<file path="config.mk">
export PLATFORM = sky130hd
export DESIGN_NAME = banco_nos_ativos_flat
export DESIGN_NICKNAME = d
export VERILOG_FILES = /design/src/rtl/banco_nos_ativos_pkg.sv /design/src/rtl/banco_nos_ativos_if.sv /design/src/rtl/banco_nos_ativos_entrada_no_ativo.sv /design/src/rtl/banco_nos_ativos.sv /design/src/flat_wrapper.sv
export SDC_FILE = /design/constraint.sdc
export NUM_CORES = 1
export LEC_CHECK = 0
export ABC_AREA = 1
export CAP_MARGIN = 15
export CORE_MARGIN = 2
export CORE_UTILIZATION = 50
export CTS_BUF_LIST = sky130_fd_sc_hd__clkbuf_2
export CTS_CLUSTER_SIZE = 20
export DETAILED_ROUTE_END_ITERATION = 12
export PLACE_DENSITY_LB_ADDON = 0.3
export SKIP_LAST_GASP = 1
export SYNTH_ARGS = -nofsm -noshare
export SYNTH_HDL_FRONTEND = slang
export SYNTH_HIERARCHICAL = 1
export SYNTH_SLANG_ARGS = --single-unit
</file>
<file path="constraint.sdc">
create_clock -name clk -period 3.6 [get_ports clk]
set_input_delay 0.72 -clock clk [delete_from_list [all_inputs] [get_ports clk]]
set_output_delay 0.72 -clock clk [all_outputs]
set_load 0.1 [all_outputs]
</file>
<file path="src/rtl/banco_nos_ativos_pkg.sv">
// Shared parameters for the active-node bank and its neighbours.
// Holds the default sizes and the search FSM encoding.
package banco_nos_ativos_pkg;

  localparam int NA_DEF = 8;
  localparam int AW_DEF = 5;
  localparam int DW_DEF = 5;
  localparam int CW_DEF = 4;

  typedef enum logic [1:0] {
    OCIOSO = 2'd0,
    MINIMO = 2'd1,
    APROVA = 2'd2,
    FIM    = 2'd3
  } estado_t;

endpackage

</file>
<file path="src/rtl/banco_nos_ativos_if.sv">
// Bus between the manager and the active-node bank.
// The master side drives updates and searches; the slave side is the bank.
interface banco_nos_ativos_if
  import banco_nos_ativos_pkg::*;
#(
  parameter int NUM_NA          = NA_DEF,
  parameter int ADDR_WIDTH      = AW_DEF,
  parameter int DISTANCIA_WIDTH = DW_DEF,
  parameter int CUSTO_WIDTH     = CW_DEF
);

  logic                              ga_desativar_in;
  logic                              ga_atualizar_in;
  logic [ADDR_WIDTH-1:0]             ga_anterior_in;
  logic [NUM_NA-1:0]                 ga_habilitar_in;
  logic [ADDR_WIDTH*NUM_NA-1:0]      ga_endereco_in;
  logic [CUSTO_WIDTH*NUM_NA-1:0]     ga_menor_vizinho_in;
  logic [DISTANCIA_WIDTH*NUM_NA-1:0] ga_distancia_in;
  logic                              busca_in;
  logic [ADDR_WIDTH*NUM_NA-1:0]      na_endereco_out;
  logic [NUM_NA-1:0]                 na_ativo_out;
  logic [NUM_NA-1:0]                 aprovado_out;
  logic [DISTANCIA_WIDTH:0]          limite_out;
  logic                              busca_done_out;
  logic                              vazio_out;
  logic                              ocupado_out;

  modport master (
    output ga_desativar_in, ga_atualizar_in,
    output ga_anterior_in, ga_habilitar_in,
    output ga_endereco_in, ga_menor_vizinho_in,
    output ga_distancia_in, busca_in,
    input  na_endereco_out, na_ativo_out,
    input  aprovado_out, limite_out,
    input  busca_done_out, vazio_out, ocupado_out
  );

  modport slave (
    input  ga_desativar_in, ga_atualizar_in,
    input  ga_anterior_in, ga_habilitar_in,
    input  ga_endereco_in, ga_menor_vizinho_in,
    input  ga_distancia_in, busca_in,
    output na_endereco_out, na_ativo_out,
    output aprovado_out, limite_out,
    output busca_done_out, vazio_out, ocupado_out
  );

endinterface

</file>
<file path="src/rtl/banco_nos_ativos_entrada_no_ativo.sv">
// One entry of the active-node bank.
// A write on the same edge as a matching deactivate takes priority.
module entrada_no_ativo #(
  parameter int ADDR_WIDTH      = 5,
  parameter int DISTANCIA_WIDTH = 5,
  parameter int CUSTO_WIDTH     = 4
) (
  input  logic                       clk,
  input  logic                       rst,
  input  logic                       desativar,
  input  logic                       atualizar,
  input  logic                       habilitar,
  input  logic [ADDR_WIDTH-1:0]      anterior,
  input  logic [ADDR_WIDTH-1:0]      novo_endereco,
  input  logic [DISTANCIA_WIDTH-1:0] nova_distancia,
  input  logic [CUSTO_WIDTH-1:0]     novo_custo,
  output logic                       ativo,
  output logic [ADDR_WIDTH-1:0]      endereco,
  output logic [DISTANCIA_WIDTH-1:0] distancia,
  output logic [CUSTO_WIDTH-1:0]     menor_vizinho
);

  always_ff @(posedge clk) begin
    if (rst) begin
      ativo         <= 1'b0;
      endereco      <= '0;
      distancia     <= '0;
      menor_vizinho <= '0;
    end else if (atualizar && habilitar) begin
      ativo         <= 1'b1;
      endereco      <= novo_endereco;
      distancia     <= nova_distancia;
      menor_vizinho <= novo_custo;
    end else if (desativar && ativo && endereco == anterior) begin
      ativo <= 1'b0;
    end
  end

endmodule

</file>
<file path="src/rtl/banco_nos_ativos.sv">
// Active-node bank: NUM_NA entries plus a serial minimum scan
// that approves every active node within the smallest bound.
module banco_nos_ativos
  import banco_nos_ativos_pkg::*;
#(
  parameter int NUM_NA          = NA_DEF,
  parameter int ADDR_WIDTH      = AW_DEF,
  parameter int DISTANCIA_WIDTH = DW_DEF,
  parameter int CUSTO_WIDTH     = CW_DEF
) (
  input logic               clk,
  input logic               rst,
  banco_nos_ativos_if.slave bus
);

  localparam int IW = (NUM_NA > 1) ? $clog2(NUM_NA) : 1;
  localparam int LW = DISTANCIA_WIDTH + 1;

  logic [NUM_NA-1:0]          ativo;
  logic [ADDR_WIDTH-1:0]      endereco [NUM_NA];
  logic [DISTANCIA_WIDTH-1:0] distancia [NUM_NA];
  logic [CUSTO_WIDTH-1:0]     custo [NUM_NA];

  for (genvar i = 0; i < NUM_NA; i++) begin : g_na
    entrada_no_ativo #(
      .ADDR_WIDTH      (ADDR_WIDTH),
      .DISTANCIA_WIDTH (DISTANCIA_WIDTH),
      .CUSTO_WIDTH     (CUSTO_WIDTH)
    ) u_na (
      .clk            (clk),
      .rst            (rst),
      .desativar      (bus.ga_desativar_in),
      .atualizar      (bus.ga_atualizar_in),
      .habilitar      (bus.ga_habilitar_in[i]),
      .anterior       (bus.ga_anterior_in),
      .novo_endereco  (bus.ga_endereco_in[ADDR_WIDTH*i +: ADDR_WIDTH]),
      .nova_distancia (bus.ga_distancia_in[DISTANCIA_WIDTH*i +: DISTANCIA_WIDTH]),
      .novo_custo     (bus.ga_menor_vizinho_in[CUSTO_WIDTH*i +: CUSTO_WIDTH]),
      .ativo          (ativo[i]),
      .endereco       (endereco[i]),
      .distancia      (distancia[i]),
      .menor_vizinho  (custo[i])
    );
    assign bus.na_endereco_out[ADDR_WIDTH*i +: ADDR_WIDTH] = endereco[i];
  end

  estado_t           estado, prox;
  logic [IW-1:0]     idx, idx_nx;
  logic [LW-1:0]     limite, limite_nx;
  logic [NUM_NA-1:0] aprovado, aprovado_nx;
  logic [LW-1:0]     soma;
  logic              limpa;
  logic              done;

  assign limpa = bus.ga_atualizar_in || bus.ga_desativar_in;
  assign soma  = {1'b0, distancia[idx]} + LW'(custo[idx]);

  always_ff @(posedge clk) begin
    if (rst) begin
      estado   <= OCIOSO;
      idx      <= '0;
      limite   <= '1;
      aprovado <= '0;
    end else begin
      estado   <= prox;
      idx      <= idx_nx;
      limite   <= limite_nx;
      aprovado <= aprovado_nx;
    end
  end

  // Any table change during the scan restarts it so the result
  // always reflects one consistent snapshot of the table.
  always_comb begin
    prox        = estado;
    idx_nx      = idx;
    limite_nx   = limite;
    aprovado_nx = aprovado;
    done        = 1'b0;
    unique case (estado)
      OCIOSO: begin
        if (bus.busca_in) begin
          prox      = MINIMO;
          idx_nx    = '0;
          limite_nx = '1;
        end
      end
      MINIMO: begin
        if (limpa) begin
          idx_nx    = '0;
          limite_nx = '1;
        end else begin
          if (ativo[idx] && soma < limite) limite_nx = soma;
          if (idx == IW'(NUM_NA - 1)) prox = APROVA;
          else idx_nx = idx + 1'b1;
        end
      end
      APROVA: begin
        if (limpa) begin
          prox      = MINIMO;
          idx_nx    = '0;
          limite_nx = '1;
        end else begin
          for (int i = 0; i < NUM_NA; i++)
            aprovado_nx[i] = ativo[i] && ({1'b0, distancia[i]} <= limite);
          prox = FIM;
        end
      end
      FIM: begin
        done = 1'b1;
        prox = OCIOSO;
      end
      default: prox = OCIOSO;
    endcase
  end

  assign bus.na_ativo_out   = ativo;
  assign bus.aprovado_out   = aprovado;
  assign bus.limite_out     = limite;
  assign bus.busca_done_out = done;
  assign bus.vazio_out      = ~|ativo;
  assign bus.ocupado_out    = (estado != OCIOSO) || limpa;

endmodule

</file>
<file path="src/flat_wrapper.sv">
// flat-port wrapper written by rule: the top's interface ports become plain ports
module banco_nos_ativos_flat import banco_nos_ativos_pkg::*;
#(
  parameter int NUM_NA          = NA_DEF,
  parameter int ADDR_WIDTH      = AW_DEF,
  parameter int DISTANCIA_WIDTH = DW_DEF,
  parameter int CUSTO_WIDTH     = CW_DEF
)
  (clk, rst, bus_ga_desativar_in, bus_ga_atualizar_in, bus_ga_anterior_in, bus_ga_habilitar_in, bus_ga_endereco_in, bus_ga_menor_vizinho_in, bus_ga_distancia_in, bus_busca_in, bus_na_endereco_out, bus_na_ativo_out, bus_aprovado_out, bus_limite_out, bus_busca_done_out, bus_vazio_out, bus_ocupado_out);
  banco_nos_ativos_if #(.NUM_NA(NUM_NA), .ADDR_WIDTH(ADDR_WIDTH), .DISTANCIA_WIDTH(DISTANCIA_WIDTH), .CUSTO_WIDTH(CUSTO_WIDTH)) bus_i ();
  input logic clk;
  input logic rst;
  input wire logic [$bits(bus_i.ga_desativar_in)-1:0] bus_ga_desativar_in;
  input wire logic [$bits(bus_i.ga_atualizar_in)-1:0] bus_ga_atualizar_in;
  input wire logic [$bits(bus_i.ga_anterior_in)-1:0] bus_ga_anterior_in;
  input wire logic [$bits(bus_i.ga_habilitar_in)-1:0] bus_ga_habilitar_in;
  input wire logic [$bits(bus_i.ga_endereco_in)-1:0] bus_ga_endereco_in;
  input wire logic [$bits(bus_i.ga_menor_vizinho_in)-1:0] bus_ga_menor_vizinho_in;
  input wire logic [$bits(bus_i.ga_distancia_in)-1:0] bus_ga_distancia_in;
  input wire logic [$bits(bus_i.busca_in)-1:0] bus_busca_in;
  output wire logic [$bits(bus_i.na_endereco_out)-1:0] bus_na_endereco_out;
  output wire logic [$bits(bus_i.na_ativo_out)-1:0] bus_na_ativo_out;
  output wire logic [$bits(bus_i.aprovado_out)-1:0] bus_aprovado_out;
  output wire logic [$bits(bus_i.limite_out)-1:0] bus_limite_out;
  output wire logic [$bits(bus_i.busca_done_out)-1:0] bus_busca_done_out;
  output wire logic [$bits(bus_i.vazio_out)-1:0] bus_vazio_out;
  output wire logic [$bits(bus_i.ocupado_out)-1:0] bus_ocupado_out;
  assign bus_i.ga_desativar_in = bus_ga_desativar_in;
  assign bus_i.ga_atualizar_in = bus_ga_atualizar_in;
  assign bus_i.ga_anterior_in = bus_ga_anterior_in;
  assign bus_i.ga_habilitar_in = bus_ga_habilitar_in;
  assign bus_i.ga_endereco_in = bus_ga_endereco_in;
  assign bus_i.ga_menor_vizinho_in = bus_ga_menor_vizinho_in;
  assign bus_i.ga_distancia_in = bus_ga_distancia_in;
  assign bus_i.busca_in = bus_busca_in;
  assign bus_na_endereco_out = bus_i.na_endereco_out;
  assign bus_na_ativo_out = bus_i.na_ativo_out;
  assign bus_aprovado_out = bus_i.aprovado_out;
  assign bus_limite_out = bus_i.limite_out;
  assign bus_busca_done_out = bus_i.busca_done_out;
  assign bus_vazio_out = bus_i.vazio_out;
  assign bus_ocupado_out = bus_i.ocupado_out;
  banco_nos_ativos #(.NUM_NA(NUM_NA), .ADDR_WIDTH(ADDR_WIDTH), .DISTANCIA_WIDTH(DISTANCIA_WIDTH), .CUSTO_WIDTH(CUSTO_WIDTH)) u_core (.clk(clk), .rst(rst), .bus(bus_i));
endmodule
</file>
==> flow_summary_export.csv, run 1 <==
group,metric,value,unit
yosys,seq_area_frac_synth,32.3,%
yosys,synth_edf_count,0,
worst_hold_path,hold_path.class,"primary input to register",
cells_and_area,fillers,1523,
sta,max_freq,311,MHz
grt,grtUsageMet2,43.5,%
critical_path,cp-endpoint,"u_core/bus.limite_out[0]",
worst_hold_path,hold_path_depth,2,
placed_design,io_buffers,194,
yosys,synth.distinct_cells,34,
detailed_routing,postRouteAntennaNets,0,
grt,use_met1,34.5,%
clock_network,cts_tree,"yes",
yosys,synth_area_leaders,"dfxtp_1, nand2_1, a21oi_2, ha_1, nand2_2",
cells_and_area,regArea,2790,um^2
pwr,power.leakage,0.00452,uW
yosys,ys_warn_count,6,
cells_and_area,final_area,10900,um^2
clock_network,cts.sinks,139,
floorplan,io-pin-count,195,
grt,gr-total-overflow,0,
grt,busiest_layer,"met2",
sta,fin_crit,3.21,ns
grt,use_met3,6.29,%
yosys,syn_area_per_cell,7.41,um^2
yosys,syn_nets,1343,
detailed_routing,drtIter0Drc,706,
floorplan,start_util,51.5,%
yosys,synth_cells,1161,
detailed_routing,post_drt_wl_per_cell,15.3,um
floorplan,placementRows,47,
critical_path,start_kind,"register",
cells_and_area,drive_above_1_share,23.8,%
detailed_routing,wl,24.2,mm
yosys,synthTopCellsByCount,"nand2_1, dfxtp_1, nor2_1, a21oi_2, nand2_2",
run,cap_violations,0,
yosys,synthFlopType,"dfxtp_1",
critical_path,startpoint,"u_core/idx[0]",
cells_and_area,nets,1534,
yosys,synth.top_cell.area_share,32.3,%
floorplan,die_w,135,um
critical_path,arrival,3.81,ns
detailed_routing,dr.pass1.iters,7,
grt,grt.total_usage,26.8,%
critical_path,critPathMaxFanout,27,
critical_path,critPathKind,"register to register",
critical_path,r2r_slack,0.39,ns
sta,setup_viol,0,
sta,slew_violations,0,
yosys,ys_async_sr_fraction,0,%
placed_design,routabilityCongestion,0.888,
sta,tightest_slew,1.00,ns
clock_network,cts_buffer_depth,2,
outcome,status,"complete, no violations",
clock_network,clockRootBuffer,"clkbuf_2",
pwr,max-vdd-ir-drop,0.000197,V
floorplan,core,16700,um^2
sta,clock_skew,0.0278,ns
grt,grt_pass1_vias,7540,
critical_path,r2r_start,"u_core/idx[0]",
floorplan,chipHeight,135,um
clock_network,clk_latency,0.71,ns
yosys,synth_top_cell_by_area,"dfxtp_1",
clock_network,h-tree-depth,4,
sta,slew_headroom,32.9,%
clock_network,clk_pin_slew_worst_paths,0.19,ns
cells_and_area,multiInputGateArea,4950,um^2
pwr,power,3950,uW
floorplan,die-area,18300,um^2
sta,fin_crit_sh,89.2,%
grt,grt_pass1_wl,38.1,mm
sta,hold_violations,0,
detailed_routing,drc,0,
detailed_routing,vias_per_cell,5.16,
grt,grt_max_degree,46,
critical_path,endpoint_kind,"register",
detailed_routing,vias,8179,
critical_path,r2r.worst_path.cells,22,
critical_path,reg2reg_to,"u_core/bus.limite_out[0]",
placed_design,place_area,10600,um^2
yosys,yosysMostFrequentCell,"nand2_1",
cells_and_area,synthToLayoutAreaGrowth,26.3,%
clock_network,cts-buffers-inserted,17,
worst_hold_path,worstHoldStart,"rst",
grt,antenna_found_initial,1,
pwr,power_density,364,nW/um^2
placed_design,dp_hpwl,17.9,mm
critical_path,required,4.19,ns
yosys,synth_area,8600,um^2
yosys,synth-seq-cells,139,
sequential cells by signal (all words and copies together) (netlist names):
signal and cells:
u_core/bus.limite_out 6, u_core/g_na.u_na/menor_vizinho 32, u_core/g_na.u_na/endereco 40, u_core/g_na.u_na/ativo 8, u_core/bus.aprovado_out 8, u_core/g_na.u_na/distancia 40, u_core/idx 3, u_core/estado 2
critical path: stages (launching register included):
cell and delay [ns]:
dfxtp_2 0.40, buf_6 0.22, buf_6 0.19, nor2_1 0.06, nor2_1 0.07, o21ai_0 0.08, a31oi_1 0.29, ha_1 0.30
nand3_1 0.08, nand3_1 0.10, xor2_1 0.18, inv_1 0.08, ha_1 0.30, nand2_1 0.07, nand2_1 0.05, nand2_1 0.05
nand2_1 0.05, a21oi_1 0.11, nand2_1 0.10, nand2_4 0.10, nand2_2 0.10, nand2_1 0.08, nand3_1 0.07
cells in the final DEF, fill, tap and decap left out, drive strengths merged:
cell,Yosys,layout
bufinv,0,1
a31oi,8,8
o211a,1,1
o21bai,6,6
nand2,385,385
o22ai,7,7
clkinv,9,14
xor2,2,2
nand3b,1,1
clkinvlp,0,5
and2,1,1
fa,1,1
dfxtp,139,139
inv,118,117
clkdlybuf4s50,0,179
a211oi,35,35
nor4,2,2
o21a,6,6
clkbuf,6,22
nand3,46,46
o21ai,44,44
buf,33,31
diode,0,1
nor2,137,137
ha,51,51
a21oi,113,113
nand4,2,2
nor3,8,8
where the power goes:
group / leakage, uW / internal [uW] / switching (uW)
Clock: 0.000121 / 250 / 550
Combinational: 0.00326 / 494 / 928
Sequential: 0.00114 / 1630 / 100
what timing repair did:
| item | CTS | global route |
|---|---|---|
| resized for setup | 0 | 16 |
| endpoints found under the setup margin | 0 | 6 |
| setup buffers | 0 | 3 |
| hold buffers | 0 | 0 |
cells by family after synthesis:
kind of cell | after synthesis | synth area share [%]
DFF | 139 | 32.3
buffers and inverters | 166 | 10.3
and+or+nand+nor | 582 | 29.4
adders and majority gates | 52 | 7.65
xor gates and xnor gates | 2 | 0.204
AOI/OAI and AO/OA | 220 | 20.1
area by class of cell:
class                           count  area share [%]
Clock inverter                      9           0.691
Tap cell                          220            2.53
Timing Repair inverter              1          0.0461
Sequential cell                   139            25.6
Antenna cell                        1          0.0230
Timing Repair Buffer              210            19.1
Clock buffer                       22            1.01
Inverter                          127            5.37
Multi-Input combinational cell    856            45.6
stage by stage:
step | hold WS, ns | utilization (%) | setup TNS (ns) | instances | setup WS [ns]
CTS | 0.328 | 64.6 | 0 | 1580 | 0.177
detailed placement | 0.459 | 63.5 | 0 | 1549 | 0.201
global route | 0.336 | 65.1 | -0.00490 | 1585 | -0.00410
floorplan | 0.451 | - | 0 | 1161 | 0.349
global placement | 0.455 | 63.5 | 0 | 1549 | 0.354
finish | 0.414 | 65.1 | 0 | 1585 | 0.387
worst min-delay path by stage:
stage                                      endpoint  slack [ns]
6_report           u_core/g_na[3].u_na/distancia[3]        0.41
5_1_grt            u_core/g_na[2].u_na/distancia[0]        0.34
4_1_cts            u_core/g_na[2].u_na/distancia[4]        0.33
3_5_place_dp             u_core/bus.aprovado_out[1]        0.46
3_3_place_gp             u_core/bus.aprovado_out[1]        0.46
2_1_floorplan  u_core/g_na[1].u_na/menor_vizinho[0]        0.45
layer usage:
layer / wire length [um] / up-vias
li1: - / 4135
met1: 10700 / 3694
met2: 11000 / 303
met3: 1830 / 47
met4: 685 / 0
met5: 0 / -
Note: power is estimated with default switching activity, not from simulation.
==> inputs of run 2 (changes only) <==
==> constraint.sdc (replaced) <==
create_clock -name clk -period 3.6 [get_ports clk]
set_input_delay 0.36 -clock clk [delete_from_list [all_inputs] [get_ports clk]]
set_output_delay 0.36 -clock clk [all_outputs]
set_load 0.1 [all_outputs]
==> flow_summary_export.csv, run 2 (synthesis gave the netlist of run 1 again) <==
group,metric,value,unit
clock_network,clockRootBuffer,"clkbuf_2",
critical_path,endpoint_kind,"register",
critical_path,cpMaxStageDelayCell,"dfxtp_1",
critical_path,r2r.worst_path.cells,23,
critical_path,critPathKind,"register to register",
pwr,power,4160,uW
pwr,max-vdd-ir-drop,0.000200,V
cells_and_area,final_common_cell,"nand2_1",
cells_and_area,synthToLayoutAreaGrowth,27.4,%
critical_path,startpoint,"u_core/idx[1]",
floorplan,start_util,51.5,%
floorplan,die_w,135,um
detailed_routing,post_drt_wl_per_cell,15.3,um
grt,grt_pass1_vias,7496,
detailed_routing,postRouteAntennaNets,0,
placed_design,dp_hpwl,17.9,mm
critical_path,reg2reg_to,"u_core/bus.limite_out[0]",
critical_path,start_kind,"register",
detailed_routing,wl,24.3,mm
sta,clock_skew,0.0238,ns
grt,grt_max_degree,71,
clock_network,cts.sinks,139,
critical_path,crit_path_frequent_cell,"nand2_1",
sta,hold_violations,0,
sta,tightest_slew,0.995,ns
critical_path,cp_num_buf_inv,4,
clock_network,clk_latency,0.75,ns
floorplan,io-pin-count,195,
placed_design,routabilityCongestion,0.905,
cells_and_area,final_area,11000,um^2
detailed_routing,vias_per_cell,5.19,
cells_and_area,largestRegisters,"u_core/g_na.u_na/distancia: 40 flops, u_core/g_na.u_na/endereco: 40 flops, u_core/g_na.u_na/menor_vizinho: 32 flops",
clock_network,cts-buffers-inserted,17,
sta,max_freq,302,MHz
critical_path,r2r_start,"u_core/idx[1]",
floorplan,die-area,18300,um^2
floorplan,core,16700,um^2
sta,setup_viol,0,
grt,antenna_found_initial,1,
placed_design,io_buffers,194,
grt,grt.total_usage,26.6,%
detailed_routing,drtIter0Drc,733,
clock_network,cts_buffer_depth,2,
critical_path,arrival,3.96,ns
run,cap_violations,0,
clock_network,cts_tree,"yes",
detailed_routing,vias,8236,
critical_path,required,4.24,ns
cells_and_area,nets,1535,
detailed_routing,dr.pass1.iters,6,
clock_network,hold_buffers,0,
sta,fin_crit,3.32,ns
floorplan,placementRows,47,
pwr,power_density,379,nW/um^2
cells_and_area,final_cell_mix,"nand2_1, clkdlybuf4s50_1, dfxtp_1, nor2_1, nand2_2",
grt,grt_pass1_wl,38.0,mm
outcome,status,"complete, no violations",
placed_design,place_area,10600,um^2
cells_and_area,drive_above_1_share,22.9,%
critical_path,crit_chain,"clkinvlp_4 > buf_4 > buf_4 > o21ai_0 > o22ai_1 > nor2_1 > a31oi_1 > ha_1 > nand3_1 > nand3_1 > xor2_1 > inv_1 > ha_1 > nand2_1 > nand2_1 > nand2_1 > nand2_1 > a21oi_1 > nand2_1 > nand2_2 > nand2_2 > nand2_1 > nand3_1",
critical_path,cp-endpoint,"u_core/bus.limite_out[0]",
critical_path,r2r_slack,0.28,ns
sta,slew_headroom,33.5,%
clock_network,h-tree-depth,4,
critical_path,cp.depth,23,
critical_path,max_stage_delay,0.45,ns
sta,whs,0.131,ns
sta,slew_violations,0,
grt,gr-total-overflow,0,
clock_network,clk_pin_slew_worst_paths,0.22,ns
critical_path,critical-path-top-delay-family,"simple AND/OR/NAND/NOR gates",
critical_path,critPathMaxFanout,10,
floorplan,chipHeight,135,um
sta,fin_crit_sh,92.1,%
pwr,power.leakage,0.00452,uW
cells_and_area,fillers,1442,
cells_and_area,fin_util,65.6,%
detailed_routing,drc,0,
worst_hold_path,hold_path.class,"primary input to register",
run 2: repair_timing:
item	CTS	global route
gates resized for setup	0	9
setup endpoints to repair	0	6
buffers inserted	0	6
run 2: worst min-delay path by stage:
stage | from | end | slack [ns] | depth (start not counted)
after floorplan | rst | u_core/g_na[0].u_na/distancia[3] | 0.42 | 1
after global placement | u_core/bus.aprovado_out[4] | u_core/bus.aprovado_out[4] | 0.46 | 2
after detailed placement | u_core/bus.aprovado_out[7] | u_core/bus.aprovado_out[7] | 0.46 | 2
after CTS | rst | u_core/g_na[3].u_na/distancia[4] | 0.09 | 2
after global routing | bus_ga_endereco_in[24] | u_core/g_na[4].u_na/endereco[4] | 0.06 | 3
final | rst | u_core/g_na[3].u_na/distancia[1] | 0.13 | 2
run 2: area by class of cell:
class / instances / area [um^2] / area share, %
repair buffers: 212 / 2110 / 19.2
clock buffers: 18 / 90.1 / 0.822
diodes: 1 / 2.50 / 0.0228
multi-input cells: 856 / 4950 / 45.1
inverters: 127 / 581 / 5.30
clock inverters: 14 / 171 / 1.56
well taps: 220 / 275 / 2.51
flip-flops and latches: 139 / 2790 / 25.4
run 2: worst register-to-register path, cell delays in order (launching register included):
cell	delay, ns
dfxtp_1	0.45
clkinvlp_4	0.21
buf_4	0.19
buf_4	0.13
o21ai_0	0.06
o22ai_1	0.11
nor2_1	0.11
a31oi_1	0.05
ha_1	0.36
nand3_1	0.09
nand3_1	0.10
xor2_1	0.20
inv_1	0.07
ha_1	0.28
nand2_1	0.08
nand2_1	0.05
nand2_1	0.05
nand2_1	0.05
a21oi_1	0.12
nand2_1	0.08
nand2_2	0.13
nand2_2	0.11
nand2_1	0.08
nand3_1	0.07
run 2: metrics by stage:
stage / setup TNS [ns] / setup WS [ns] / std cells
floorplan: 0 / 0.349 / 1161
global placement: 0 / 0.250 / 1548
detailed placement: 0 / 0.106 / 1548
CTS: 0 / 0.0718 / 1580
global route: -0.00468 / -0.00373 / 1587
finish: 0 / 0.284 / 1587
run 2: power by group:
part / internal, uW / switching [uW] / total (uW) / leakage, uW
registers: 1630 / 93.1 / 1720 / 0.00114
logic: 497 / 930 / 1430 / 0.00324
clock network: 390 / 617 / 1010 / 0.000139
run 2: metal layers:
metal,wire length [um],GRT usage (%),part of all wire [%]
met5,0,0,0
met3,1860,6.29,7.7
met1,10800,34.6,45
met4,546,7.93,2.3
met2,11000,43.9,45
==> inputs of run 3 (changes only) <==
- GPL_TIMING_DRIVEN: unset -> 0
==> flow_summary_export.csv, run 3 (synthesis gave the netlist of run 1 again) <==
group,metric,value,unit
critical_path,r2r_slack,0.14,ns
worst_hold_path,worstHoldStart,"bus_ga_menor_vizinho_in[17]",
critical_path,r2r_start,"u_core/idx[0]",
cells_and_area,fin_util,67.7,%
floorplan,placementRows,47,
placed_design,dp_slack,-0.370,ns
detailed_routing,drtIter0Drc,862,
grt,grt_pass1_vias,8021,
clock_network,clk_pin_slew_worst_paths,0.22,ns
sta,slew_violations,0,
sta,fin_crit,3.46,ns
placed_design,routabilityCongestion,0.959,
critical_path,reg2reg_to,"u_core/bus.limite_out[4]",
pwr,max-vdd-ir-drop,0.000224,V
sta,setup_tns,0,ns
detailed_routing,vias_per_cell,5.24,
outcome,status,"complete, no violations",
sta,setup_slack,0.135,ns
detailed_routing,postRouteAntennaNets,0,
critical_path,start_kind,"register",
floorplan,chipHeight,135,um
sta,tightest_slew,1.01,ns
placed_design,io_buffers,194,
floorplan,core,16700,um^2
placed_design,place_area,10800,um^2
floorplan,die-area,18300,um^2
floorplan,die_w,135,um
detailed_routing,dr.pass1.iters,5,
run,cap_violations,0,
sta,hold_violations,0,
clock_network,h-tree-depth,4,
detailed_routing,post_drt_wl_per_cell,15.8,um
grt,gr-total-overflow,0,
sta,setup_viol,0,
clock_network,cts-buffers-inserted,17,
grt,grt_max_degree,53,
placed_design,dp_hpwl,19.0,mm
critical_path,arrival,4.09,ns
sta,max_freq,289,MHz
cells_and_area,synthToLayoutAreaGrowth,31.5,%
clock_network,clockRootBuffer,"clkbuf_2",
sta,clock_skew,0.0221,ns
worst_hold_path,holdPathEnd,"u_core/g_na[4].u_na/menor_vizinho[1]",
clock_network,hold_buffers,0,
sta,slew_headroom,32.6,%
floorplan,io-pin-count,195,
grt,grt_pass1_wl,40.2,mm
pwr,power_density,388,nW/um^2
detailed_routing,vias,8462,
sta,whs,0.166,ns
critical_path,critPathKind,"register to register",
clock_network,cts_tree,"yes",
detailed_routing,drc,0,
worst_hold_path,hold_path.class,"primary input to register",
critical_path,r2r.worst_path.cells,26,
pwr,power.leakage,0.00470,uW
clock_network,clk_latency,0.72,ns
grt,grt.total_usage,28.1,%
detailed_routing,wl,25.6,mm
cells_and_area,nets,1563,
cells_and_area,drive_above_1_share,25.5,%
cells_and_area,final_common_cell,"nand2_1",
clock_network,cts_buffer_depth,2,
cells_and_area,largestRegisters,"u_core/g_na.u_na/distancia: 40 flops, u_core/g_na.u_na/endereco: 40 flops, u_core/g_na.u_na/menor_vizinho: 32 flops",
worst_hold_path,hold_path_depth,3,
clock_network,cts.sinks,139,
critical_path,required,4.22,ns
critical_path,critPathMaxFanout,10,
cells_and_area,final_cell_mix,"nand2_1, clkdlybuf4s50_1, dfxtp_1, nor2_1, nand2_2",
sta,fin_crit_sh,96.2,%
critical_path,endpoint_kind,"register",
cells_and_area,final_area,11300,um^2
floorplan,start_util,51.5,%
grt,antenna_found_initial,1,
==> run 3: cell count changes in the layout (fill, tap and decap cells not counted), sizes merged <==
cell,change
buf,+21
bufinv,+2
clkbuf,+5
clkdlybuf4s50,+2
clkinvlp,-2
diode,+1
==> run 3: repair_timing <==
action | 4_1_cts | 5_1_grt
buffers inserted | 0 | 7
pin swaps | 0 | 9
gates cloned | 0 | 1
endpoints found under the setup margin | 6 | 6
resized for setup | 9 | 36
==> run 3: final cells by class <==
cell class	count	area (um^2)
diodes	2	5.00
clock buffers	18	90.1
multi-input cells	856	5020
fillers	1490	5390
flip-flops and latches	139	2790
plain buffers	38	337
clock inverters	14	218
inverters	127	584
repair buffers	202	2000
well taps	220	275
==> run 3: how the worst max path moves through the flow <==
stage | from | endpoint | slack (ns)
4_1_cts | u_core/idx[0] | u_core/bus.limite_out[4] | 0.004
6_report | u_core/idx[0] | u_core/bus.limite_out[4] | 0.14
3_3_place_gp | rst | u_core/estado[1] | -0.59
5_1_grt | u_core/idx[0] | u_core/bus.limite_out[4] | -0.09
3_5_place_dp | u_core/idx[0] | u_core/bus.limite_out[4] | -0.37
2_1_floorplan | u_core/idx[0] | u_core/bus.limite_out[4] | 0.35
==> run 3: power breakdown <==
part,leakage [uW],internal (uW),switching [uW],total (uW)
sequential,0.00114,1630,97.5,1730
combinational,0.00339,541,974,1510
clock,0.000171,533,613,1150
==> run 3: per-layer routing <==
metal	part of all wire (%)	track usage, %	up-vias
li1	-	-	4194
met1	41	35.0	3823
met2	48	48.8	398
met3	8.6	5.57	47
met4	2.5	9.43	0
met5	0	0	-
==> run 3: per-stage QoR <==
step	instances	total power (uW)
6_report	1616	4390
2_1_floorplan	1161	2710
5_1_grt	1616	4600
4_1_cts	1606	4330
3_3_place_gp	1575	3160
3_5_place_dp	1575	3180
==> run 3: critical path, stage by stage, from the launching register on <==
cell and delay [ns]:
dfxtp_4 0.43, clkinvlp_4 0.14, buf_6 0.16, buf_6 0.13, nor2_2 0.10, o22ai_2 0.10
nor2_2 0.14, a31oi_1 0.07, ha_2 0.24, fa_2 0.39, nand2_1 0.08, nand2_1 0.05
nand2_1 0.06, nand2_2 0.06, nand3_2 0.07, nand2_1 0.06, ha_1 0.29, nand2_2 0.08
inv_1 0.04, nand2_1 0.05, nand2_1 0.06, a21oi_2 0.11, nand2_1 0.09, nand2_4 0.13
nand2_4 0.08, nand2_1 0.07, nand3_1 0.07
